$ cat config.mk
export PLATFORM = sky130hd
export DESIGN_NAME = alu_rr_arbiter
export DESIGN_NICKNAME = d
export VERILOG_FILES = /design/src/rtl/alu_rr_arbiter.sv
export SDC_FILE = /design/constraint.sdc
export NUM_CORES = 1
export LEC_CHECK = 0
export ABC_AREA = 1
export BUFFER_PORTS_ARGS = -buffer_cell sky130_fd_sc_hd__buf_2
export CAP_MARGIN = 25
export CORE_ASPECT_RATIO = 2
export CORE_MARGIN = 2
export CORE_UTILIZATION = 25
export DETAILED_ROUTE_END_ITERATION = 10
export PLACE_DENSITY_LB_ADDON = 0.12
export RECOVER_POWER = 50
export SYNTH_ARGS = -nofsm -noshare
export SYNTH_HDL_FRONTEND = slang
export SYNTH_SLANG_ARGS = --single-unit
$ cat constraint.sdc
create_clock -name clk -period 1.4 [get_ports clk]
set_input_delay 0.28 -clock clk [delete_from_list [all_inputs] [get_ports clk]]
set_output_delay 0.28 -clock clk [all_outputs]
set_load 0.01 [all_outputs]
$ cat src/rtl/alu_rr_arbiter.sv
// alu_rr_arbiter: shares one combinational ALU between two requesters.
// Requests are granted round-robin. The winning operands are registered into
// the ALU. The ALU outputs are captured one cycle later and returned to the
// winner over a valid/ready response handshake.
//
// state | meaning
// ------+--------------------------------------------------------------
// IDLE  | waiting for a request; ready is offered to the granted port
// EXEC  | ALU evaluates the registered operands; outputs captured at edge
// RESP  | captured result presented to the owner until it takes it
module alu_rr_arbiter #(
    parameter int n = 32
) (
    input  logic         clk,
    input  logic         rst_n,

    input  logic         req0_valid,
    output logic         req0_ready,
    input  logic [n-1:0] req0_A,
    input  logic [n-1:0] req0_B,
    input  logic [2:0]   req0_ALUctr,
    output logic         resp0_valid,
    input  logic         resp0_ready,

    input  logic         req1_valid,
    output logic         req1_ready,
    input  logic [n-1:0] req1_A,
    input  logic [n-1:0] req1_B,
    input  logic [2:0]   req1_ALUctr,
    output logic         resp1_valid,
    input  logic         resp1_ready,

    output logic [n-1:0] resp_Result,
    output logic         resp_Zero,
    output logic         resp_Overflow,

    output logic [n-1:0] alu_A,
    output logic [n-1:0] alu_B,
    output logic [2:0]   alu_ctr,
    input  logic [n-1:0] alu_Result,
    input  logic         alu_Zero,
    input  logic         alu_Overflow
);

    typedef enum logic [1:0] {
        IDLE = 2'd0,
        EXEC = 2'd1,
        RESP = 2'd2
    } state_t;

    state_t state;
    state_t state_nxt;

    // last_grant = 1 after reset so port 0 wins the first contention.
    logic last_grant;
    logic owner;
    logic grant0;
    logic grant1;
    logic accept;

    // Round-robin pick: a lone requester wins, otherwise the port that did not win last.
    always_comb begin
        grant0 = 1'b0;
        grant1 = 1'b0;
        if (req0_valid && req1_valid) begin
            if (last_grant) begin
                grant0 = 1'b1;
            end else begin
                grant1 = 1'b1;
            end
        end else if (req0_valid) begin
            grant0 = 1'b1;
        end else if (req1_valid) begin
            grant1 = 1'b1;
        end
    end

    // State register.
    always_ff @(posedge clk or negedge rst_n) begin
        if (!rst_n) begin
            state <= IDLE;
        end else begin
            state <= state_nxt;
        end
    end

    // Next-state and handshake outputs.
    always_comb begin
        state_nxt   = state;
        req0_ready  = 1'b0;
        req1_ready  = 1'b0;
        resp0_valid = 1'b0;
        resp1_valid = 1'b0;
        case (state)
            IDLE: begin
                req0_ready = grant0;
                req1_ready = grant1;
                if (grant0 || grant1) begin
                    state_nxt = EXEC;
                end
            end
            EXEC: begin
                state_nxt = RESP;
            end
            RESP: begin
                resp0_valid = ~owner;
                resp1_valid = owner;
                // The non-owner's resp_ready is deliberately not looked at.
                if (owner ? resp1_ready : resp0_ready) begin
                    state_nxt = IDLE;
                end
            end
            default: begin
                state_nxt = IDLE;
            end
        endcase
    end

    assign accept = (state == IDLE) && (grant0 || grant1);

    // Operand latch at the request handshake; ALU inputs hold their last value otherwise.
    always_ff @(posedge clk or negedge rst_n) begin
        if (!rst_n) begin
            alu_A      <= '0;
            alu_B      <= '0;
            alu_ctr    <= '0;
            owner      <= 1'b0;
            last_grant <= 1'b1;
        end else if (accept) begin
            alu_A      <= grant1 ? req1_A      : req0_A;
            alu_B      <= grant1 ? req1_B      : req0_B;
            alu_ctr    <= grant1 ? req1_ALUctr : req0_ALUctr;
            owner      <= grant1;
            last_grant <= grant1;
        end
    end

    // Capture the ALU outputs at the edge that closes EXEC; held through RESP.
    always_ff @(posedge clk or negedge rst_n) begin
        if (!rst_n) begin
            resp_Result   <= '0;
            resp_Zero     <= 1'b0;
            resp_Overflow <= 1'b0;
        end else if (state == EXEC) begin
            resp_Result   <= alu_Result;
            resp_Zero     <= alu_Zero;
            resp_Overflow <= alu_Overflow;
        end
    end

endmodule

==> flow_summary_export.csv, run 1 <==
group,metric,value,unit
outcome,status,"finished with violations",
outcome,violations,"setup timing",
logic_synthesis,ys_seq_elements,105,
logic_synthesis,synth_cell_types,16,
logic_synthesis,yosys_warnings,0,
sta,finalSetupViolCount,4,
sta,clock-skew-final,0.005175,ns
global_route,antenna_found_initial,1,
cells_and_area,final_cell_mix,"buf_2 (277), nand2_1 (268), nand3_1 (158)",
routing,vias_per_cell,4.283,
setup_path,cp_num_buf_inv,1,
placement,dp_hpwl,13.84,mm
logic_synthesis,synthMuxAreaShare,0,%
clocking,ctsHtreeMaxLevel,3,
sta,fmax,0.6439,GHz
logic_synthesis,synth_top_cell_area_share,48.75,%
logic_synthesis,synth.largest_area_cell,"dfrtp_1",
sta,min_period,1.553,ns
floorplanning,core,20930,µm²
setup_path,worst-path-max-fanout,4,
pwr,leakage,4.756,nW
floorplanning,rows,75,
logic_synthesis,synthesis.instances,748,
cells_and_area,drive_gt1_share,34.50,%
sta,tightestPinTransition,0.8302,ns
routing,drt_iter0_markers,187,
logic_synthesis,synth_fa_ha_area_share,0,%
setup_path,arrival,1.27,ns
logic_synthesis,yosys-top-cells-area,"dfrtp_1 (49%), nand2_1 (19%), nand3_1 (16%)",
setup_path,cp-end-kind,"output pin",
logic_synthesis,netlist_area,5339,µm²
logic_synthesis,synth_top_family_by_area,"simple AND/OR/NAND/NOR gates",
placement,routabilityCongestion,0.7981,
setup_path,crit_family,"flip-flops",
placement,placed_cell_area,7099,µm²
worst_hold_path,hold_class,"in2reg",
global_route,grt_pass1_vias,5505,
sta,fin_setup_tns,-0.4036,ns
routing,firstDrtPassIters,4,
cells_and_area,fillers,2342,
placement,portBuffers,278,
clocking,numCtsBuffers,9,
clocking,clkSinkCount,105,
floorplanning,ioPinCount,279,
clocking,clkLatencyLatePin,0.35,ns
sta,layout_setup_ws,-0.1530,ns
logic_synthesis,ys_seq_area_share,49.24,%
logic_synthesis,synth-compound-area-share,0.2812,%
setup_path,worstPathRequired,1.12,ns
sta,relSlewSlack,44.65,%
setup_path,start_kind,"flop",
sta,whs,0.1610,ns
setup_path,critical_path.slowest_cell,"dfrtp_2",
floorplanning,die_h,210.7,µm
setup_path,worstPathCellList,"nor2_2 -> nand2_1 -> a21oi_2 -> buf_2",
cells_and_area,fin_area,7736,µm²
logic_synthesis,synth-xor-area-share,0,%
floorplanning,die_area,22610,µm²
clocking,cts-root-buf,"clkbuf_16",
global_route,grt_overflow,0,
routing,antenna_left,0,
flow_run,drv_cap,0,
clocking,cts_tree,"yes",
routing,drt-total-wl,19.74,mm
global_route,grt_max_degree,50,
sta,timing.final.crit_share,110.9,%
routing,drc,0,
pwr,power_density,2006,nW/µm²
logic_synthesis,synth-simple-area-share,36.02,%
floorplanning,die-width,107.3,µm
clocking,cts.clk_slew.worst_paths,0.07,ns
cells_and_area,layout_commonest_cell,"buf_2",
setup_path,slowest_delay,0.44,ns
cells_and_area,fin_cells,1302,
floorplanning,start_util,25.51,%
clocking,clk_path_buf_depth,2,
placement,placed_cells,1273,
sta,rsz0062_at_grt,"true",
setup_path,crit_type,"reg2out",
global_route,grt_pass1_wl,28.20,mm
sta,finalMaxSlewViolations,0,
sta,finalHoldViolCount,0,
cells_and_area,nets,1201,
routing,post_drt_wl_per_cell,15.16,µm
logic_synthesis,syn_nets,922,
pwr,vdd_drop_max,0.0006686,V
routing,dr_total_vias,5576,
cells_and_area,area_growth,44.90,%
placement,dpl_worst_slack,0.1043,ns
logic_synthesis,avgSynthCellArea,7.138,µm²
global_route,grtUsageTotal,16.08,%
-- layout make-up --
type | count | area [µm²] | area share [%]
flip-flops and latches | 105 | 2630 | 34.00
multi-input cells | 457 | 2081 | 26.90
repair buffers | 313 | 1866 | 24.11
inverters | 141 | 529.3 | 6.841
well taps | 269 | 336.6 | 4.351
clock buffers | 14 | 254.0 | 3.283
clock inverters | 2 | 37.54 | 0.4852
diodes | 1 | 2.502 | 0.03235
-- worst paths after layout --
kind / start / cells past startpoint / slack [ns] / to
setup reg to reg: last_grant / 7 / 0.06 / alu_A[4]
max in group asynchronous: rst_n / 3 / 0.11 / state[0]
setup / recovery: state[0] / 4 / -0.15 / req0_ready
min in group asynchronous: rst_n / 2 / 0.55 / resp_Result[2]
hold / removal: alu_Result[24] / 3 / 0.16 / resp_Result[24]
hold reg to reg: resp_Result[11] / 2 / 0.47 / resp_Result[11]
-- power by group --
group | leakage [nW] | internal [mW] | switching (mW)
sequential | 1.28 | 4.59 | 0.814
combinational | 3.34 | 2.95 | 4.60
clock | 0.137 | 1.44 | 1.12
-- state kept, by name, indices dropped and copies added (netlist names) --
name and cells:
state 2, owner 1, resp_Zero 1, alu_A 32
alu_B 32, resp_Overflow 1, last_grant 1, resp_Result 32
alu_ctr 3
-- per-layer routing --
layer	vias up	global-route usage, %	part of all wire (%)
met1	2551	16.68	36
li1	2813	-	-
met4	0	4.730	2.1
met3	19	3.672	6.6
met5	-	0	0
met2	193	31.32	55
-- stage by stage --
| step | total power, mW | utilization, % |
|---|---|---|
| final | 15.52 | 36.97 |
| after global routing | 16.84 | 36.96 |
| after CTS | 15.42 | 35.55 |
| after detailed placement | 12.69 | 33.93 |
| after global placement | 12.64 | 33.93 |
| after floorplan | 9.461 | - |
-- timing repair --
item,CTS,global route
pin swaps,2,5
buffers inserted,2,0
hold endpoints to repair,8,0
endpoints found under the setup margin,4,71
gates resized for setup,6,31
cloned,0,9
hold buffers,1,0
-- tightest hold or removal path, cell delays in order --
cell and delay (ns):
buf_2 0.08, nand3_1 0.06, nand2_1 0.06
-- synthesized netlist by cell type --
library cell and instances:
a21oi_1 1, buf_1 6, buf_2 23, buf_4 5, buf_6 3, clkbuf_1 9, dfrtp_1 104, dfstp_2 1
inv_1 139, inv_2 2, nand2_1 277, nand3_1 170, nor2_1 4, nor2_2 1, nor2_4 1, o21ai_0 2
-- kinds of logic after synthesis --
kind of cell / after synthesis
buffers and inverters: 187
and+or+nand+nor: 453
DFF: 105
AOI/OAI and AO/OA: 3
(Power assumes the default switching activity.)
==> inputs of run 2 (changes only) <==
BUFFER_PORTS_ARGS = unset   (was -buffer_cell sky130_fd_sc_hd__buf_2)
DONT_BUFFER_PORTS = 1   (was unset)
GPL_TIMING_DRIVEN = 0   (was unset)
==> run 2 against run 1 <==
Against the previous run: the flow finishes with violations (hold timing, setup timing); clock power up 4%; via count down 13%; routed wire length shrank 2.8%; final area down 10%; first-iteration DRC count shrank 17%; non-clock buffer count fell by 242; maximum frequency rose by 2.1%; critical path depth unchanged; combinational power is 7.4% lower.
==> flow_summary_export.csv, run 2 (synthesis results as in run 1) <==
group,metric,value,unit
sta,relSlewSlack,66.71,%
setup_path,rr_worst_depth,9,
sta,layout_setup_ws,-0.1212,ns
clocking,cts-root-buf,"clkbuf_16",
sta,timing.final.crit_share,108.7,%
setup_path,cp-end-kind,"output pin",
routing,drt-total-wl,19.19,mm
clocking,cts.clk_slew.worst_paths,0.07,ns
floorplanning,die_area,22610,µm²
cells_and_area,area_growth,29.81,%
setup_path,start_kind,"flop",
sta,rsz0062_at_grt,"true",
setup_path,crit_type,"reg2out",
sta,min_period,1.521,ns
placement,routabilityCongestion,0.7908,
cells_and_area,diodes,0,
routing,antenna_left,0,
clocking,clkLatencyLatePin,0.35,ns
sta,clock-skew-final,0.005515,ns
clocking,cts_tree,"yes",
routing,firstDrtPassIters,4,
sta,whs,-0.3823,ns
routing,drt_iter0_markers,155,
cells_and_area,reg_top3,"alu_A (32), alu_B (32), resp_Result (32)",
global_route,grt_pass1_wl,27.63,mm
routing,drc,0,
sta,fmax,0.6574,GHz
pwr,vdd_drop_max,0.0007681,V
clocking,clk_path_buf_depth,2,
cells_and_area,layout_commonest_cell,"nand2_1",
floorplanning,ioPinCount,279,
placement,dp_hpwl,13.76,mm
global_route,grtUsageTotal,16.10,%
cells_and_area,final_cell_mix,"nand2_1 (195), nand3_1 (168), inv_1 (137)",
cells_and_area,drive_gt1_share,22.43,%
global_route,antenna_found_initial,0,
setup_path,arrival,1.24,ns
outcome,violations,"hold timing, setup timing",
floorplanning,rows,75,
placement,portBuffers,0,
cells_and_area,nets,958,
setup_path,worst-path-max-fanout,4,
routing,vias_per_cell,4.580,
clocking,ctsHtreeMaxLevel,3,
clocking,numCtsBuffers,9,
sta,finalSetupViolCount,53,
sta,tightestPinTransition,0.4994,ns
flow_run,drv_cap,0,
routing,post_drt_wl_per_cell,18.14,µm
routing,dr_total_vias,4846,
setup_path,worstPathRequired,1.12,ns
pwr,leakage,3.888,nW
clocking,clkSinkCount,105,
pwr,power_density,2379,nW/µm²
floorplanning,start_util,25.51,%
floorplanning,die-width,107.3,µm
global_route,grt_max_degree,106,
floorplanning,core,20930,µm²
global_route,grt_pass1_vias,4942,
outcome,status,"finished with violations",
sta,fin_setup_tns,-1.078,ns
sta,finalMaxSlewViolations,0,
floorplanning,die_h,210.7,µm
worst_hold_path,hold_class,"in2async",
global_route,grt_overflow,0,
sta,finalHoldViolCount,105,
[run 2: final cells by class]
class	count	area, µm²
plain buffers	46	402.9
clock buffers	12	256.5
clock inverters	4	51.30
fillers	2280	14000
inverters	141	546.8
multi-input cells	456	2312
flip-flops and latches	105	2630
well taps	269	336.6
repair buffers	25	394.1
[run 2: final timing paths]
path,start,end,slack (ns)
worst max-delay path,last_grant,req1_ready,-0.12
worst min-delay path,rst_n,resp_Result[3],-0.38
worst max register to register,state[1],alu_B[0],-0.04
worst min register to register,resp_Result[11],resp_Result[11],0.54
max in group asynchronous,rst_n,last_grant,1.57
min in group clk,alu_Overflow,resp_Overflow,0.06
[run 2: critical path, stage by stage (launching register included)]
cell     delay (ns)
dfstp_2        0.56
nand2_4        0.07
buf_8          0.13
nand3_4        0.09
inv_4          0.04
[run 2: power by group]
part / total (mW) / switching (mW) / internal [mW]
registers: 6.83 / 2.24 / 4.59
clock network: 2.66 / 1.18 / 1.49
logic: 6.99 / 3.76 / 3.23
total: 16.5 / 7.18 / 9.31
[run 2: per-stage QoR]
step / setup WS (ns) / instances / util, % / area, µm² / power [mW]
3_3_place_gp: -0.3511 / 1017 / 27.12 / 5675 / 11.05
4_1_cts: -0.1562 / 1054 / 30.87 / 6460 / 15.33
2_1_floorplan: 0.1015 / 748 / - / 5339 / 9.461
3_5_place_dp: -0.3911 / 1017 / 27.12 / 5675 / 11.13
5_1_grt: -0.1681 / 1058 / 33.12 / 6930 / 17.72
6_report: -0.1212 / 1058 / 33.12 / 6930 / 16.49
[run 2: routing by layer]
layer	track usage, %	vias up	share of wire, %	wire (µm)
met3	4.412	15	7.5	1437
met2	31.43	188	57	10910
met4	5.615	0	1.8	345
met5	0	-	0	0
met1	15.78	2318	34	6494
li1	-	2325	-	-
[run 2: repair_timing]
item,CTS,global route
cloned,5,4
setup endpoints to repair,73,99
resized for setup,75,125
endpoints found under the hold margin,105,105
setup buffers,16,0
pin swaps,8,52
==> inputs of run 3 (changes only) <==
CELL_PAD_IN_SITES_DETAIL_PLACEMENT = 2   (was unset)
CELL_PAD_IN_SITES_GLOBAL_PLACEMENT = 2   (was unset)
==> run 3 against run 2 <==
Against the previous run: the run still ends with hold timing, setup timing left; utilization increased by 2.9 points; sequential cell count unchanged; cell count rose by 0.85%; clock skew up 0.0013 ns; total power rose by 9.4%; combinational power increased by 21%; clock power rose by 2%; first-iteration DRC count decreased by 8.4%; hold slack got worse by 0.012 ns.
==> flow_summary_export.csv, run 3 (synthesis results as in run 1) <==
group,metric,value,unit
outcome,status,"finished with violations",
outcome,violations,"hold timing, setup timing",
pwr,leakage,4.108,nW
floorplanning,core,20930,µm²
sta,fin_setup_tns,-2.901,ns
routing,drt-total-wl,22.34,mm
sta,timing.final.crit_share,111.7,%
cells_and_area,diodes,0,
floorplanning,die_h,210.7,µm
setup_path,start_kind,"flop",
cells_and_area,nets,967,
sta,layout_setup_ws,-0.1644,ns
cells_and_area,area_growth,41.18,%
sta,finalMaxSlewViolations,0,
floorplanning,die_area,22610,µm²
cells_and_area,fin_cells,1067,
pwr,vdd_drop_max,0.0008862,V
global_route,grt_pass1_vias,5762,
global_route,grt_max_degree,106,
sta,finalSetupViolCount,62,
sta,whs,-0.3939,ns
global_route,antenna_found_initial,0,
placement,placed_cells,1017,
clocking,ctsHtreeMaxLevel,3,
placement,dpl_worst_slack,-0.3597,ns
clocking,clkSinkCount,105,
cells_and_area,reg_top3,"alu_A (32), alu_B (32), resp_Result (32)",
worst_hold_path,hold_class,"in2async",
setup_path,worst-path-max-fanout,3,
global_route,grt_pass1_wl,32.96,mm
clocking,cts-root-buf,"clkbuf_16",
clocking,cts.clk_slew.worst_paths,0.07,ns
routing,vias_per_cell,4.769,
clocking,numCtsBuffers,9,
placement,routabilityCongestion,0.7983,
placement,portBuffers,0,
floorplanning,die-width,107.3,µm
sta,min_period,1.564,ns
setup_path,arrival,1.28,ns
routing,post_drt_wl_per_cell,20.94,µm
pwr,power_density,2393,nW/µm²
clocking,clkLatencyLatePin,0.37,ns
clocking,clk_path_buf_depth,2,
setup_path,rr_worst_depth,10,
sta,finalHoldViolCount,105,
sta,rsz0062_at_grt,"true",
routing,firstDrtPassIters,4,
floorplanning,rows,75,
global_route,grtUsageTotal,19.23,%
cells_and_area,drive_gt1_share,32.21,%
sta,tightestPinTransition,0.5475,ns
setup_path,worstPathRequired,1.12,ns
flow_run,drv_cap,0,
floorplanning,start_util,25.51,%
routing,antenna_left,0,
pwr,power.total,18.04,mW
routing,dr_total_vias,5089,
routing,drc,0,
setup_path,crit_type,"reg2out",
setup_path,cp-end-kind,"output pin",
cells_and_area,final_cell_mix,"nand2_1 (189), inv_1 (136), nand3_1 (108)",
routing,drt_iter0_markers,142,
clocking,cts_tree,"yes",
floorplanning,ioPinCount,279,
cells_and_area,layout_commonest_cell,"nand2_1",
sta,clock-skew-final,0.006785,ns
sta,relSlewSlack,63.50,%
placement,dp_hpwl,15.86,mm
global_route,grt_overflow,0,
sta,fmax,0.6392,GHz
-- run 3: cell count changes in the layout (fill, tap and decap cells not counted), sizes merged --
cell / previous run / this run
clkinvlp: 1 / 0
clkinv: 3 / 4
buf: 58 / 64
clkbuf: 25 / 26
inv: 140 / 142
-- run 3: power by group --
part | switching, mW | leakage [nW] | internal (mW)
logic | 4.41 | 2.68 | 4.02
clock network | 1.27 | 0.153 | 1.45
registers | 2.31 | 1.28 | 4.59
-- run 3: path summary, 6_finish.rpt --
check / start / to / slack [ns]
max: state[0] / req0_ready / -0.16
min: rst_n / resp_Result[4] / -0.39
max reg2reg: state[0] / alu_ctr[1] / -0.08
min reg2reg: resp_Result[23] / resp_Result[23] / 0.55
max in group asynchronous: rst_n / last_grant / 1.55
min in group clk: alu_Result[25] / resp_Result[25] / 0.05
-- run 3: cell type report --
cell class,instances,area [µm²]
well taps,269,336.6
flip-flops and latches,105,2630
fillers,2364,13390
repair buffers,35,583.1
inverters,141,541.8
plain buffers,45,445.4
clock buffers,10,239.0
multi-input cells,456,2695
clock inverters,6,66.31
-- run 3: layer usage --
metal | vias up | track usage (%) | part of all wire, %
li1 | 2347 | - | -
met1 | 2542 | 17.84 | 32
met2 | 180 | 38.98 | 60
met3 | 20 | 5.400 | 6.8
met4 | 0 | 5.880 | 1.7
met5 | - | 0 | 0
-- run 3: repair_timing --
| item | CTS | global route |
|---|---|---|
| cloned | 9 | 5 |
| setup buffers | 19 | 7 |
| hold endpoints to repair | 105 | 105 |
| setup endpoints to repair | 74 | 84 |
| resized for setup | 166 | 137 |
| pin swaps | 74 | 81 |
-- run 3: per-stage QoR --
stage,utilization (%),instance area [µm²],hold WS [ns]
after global routing,36.02,7537,-0.4119
after CTS,32.98,6902,-0.4135
final,36.02,7537,-0.3939
after detailed placement,27.12,5675,-0.01272
after global placement,27.12,5675,-0.01265
after floorplan,-,5339,-0.01559
-- run 3: critical path, cell delays in order (launching register included) --
cell and delay [ns]:
dfrtp_1 0.41, buf_6 0.15, nor2_4 0.09, nand2_1 0.07
a21oi_2 0.20
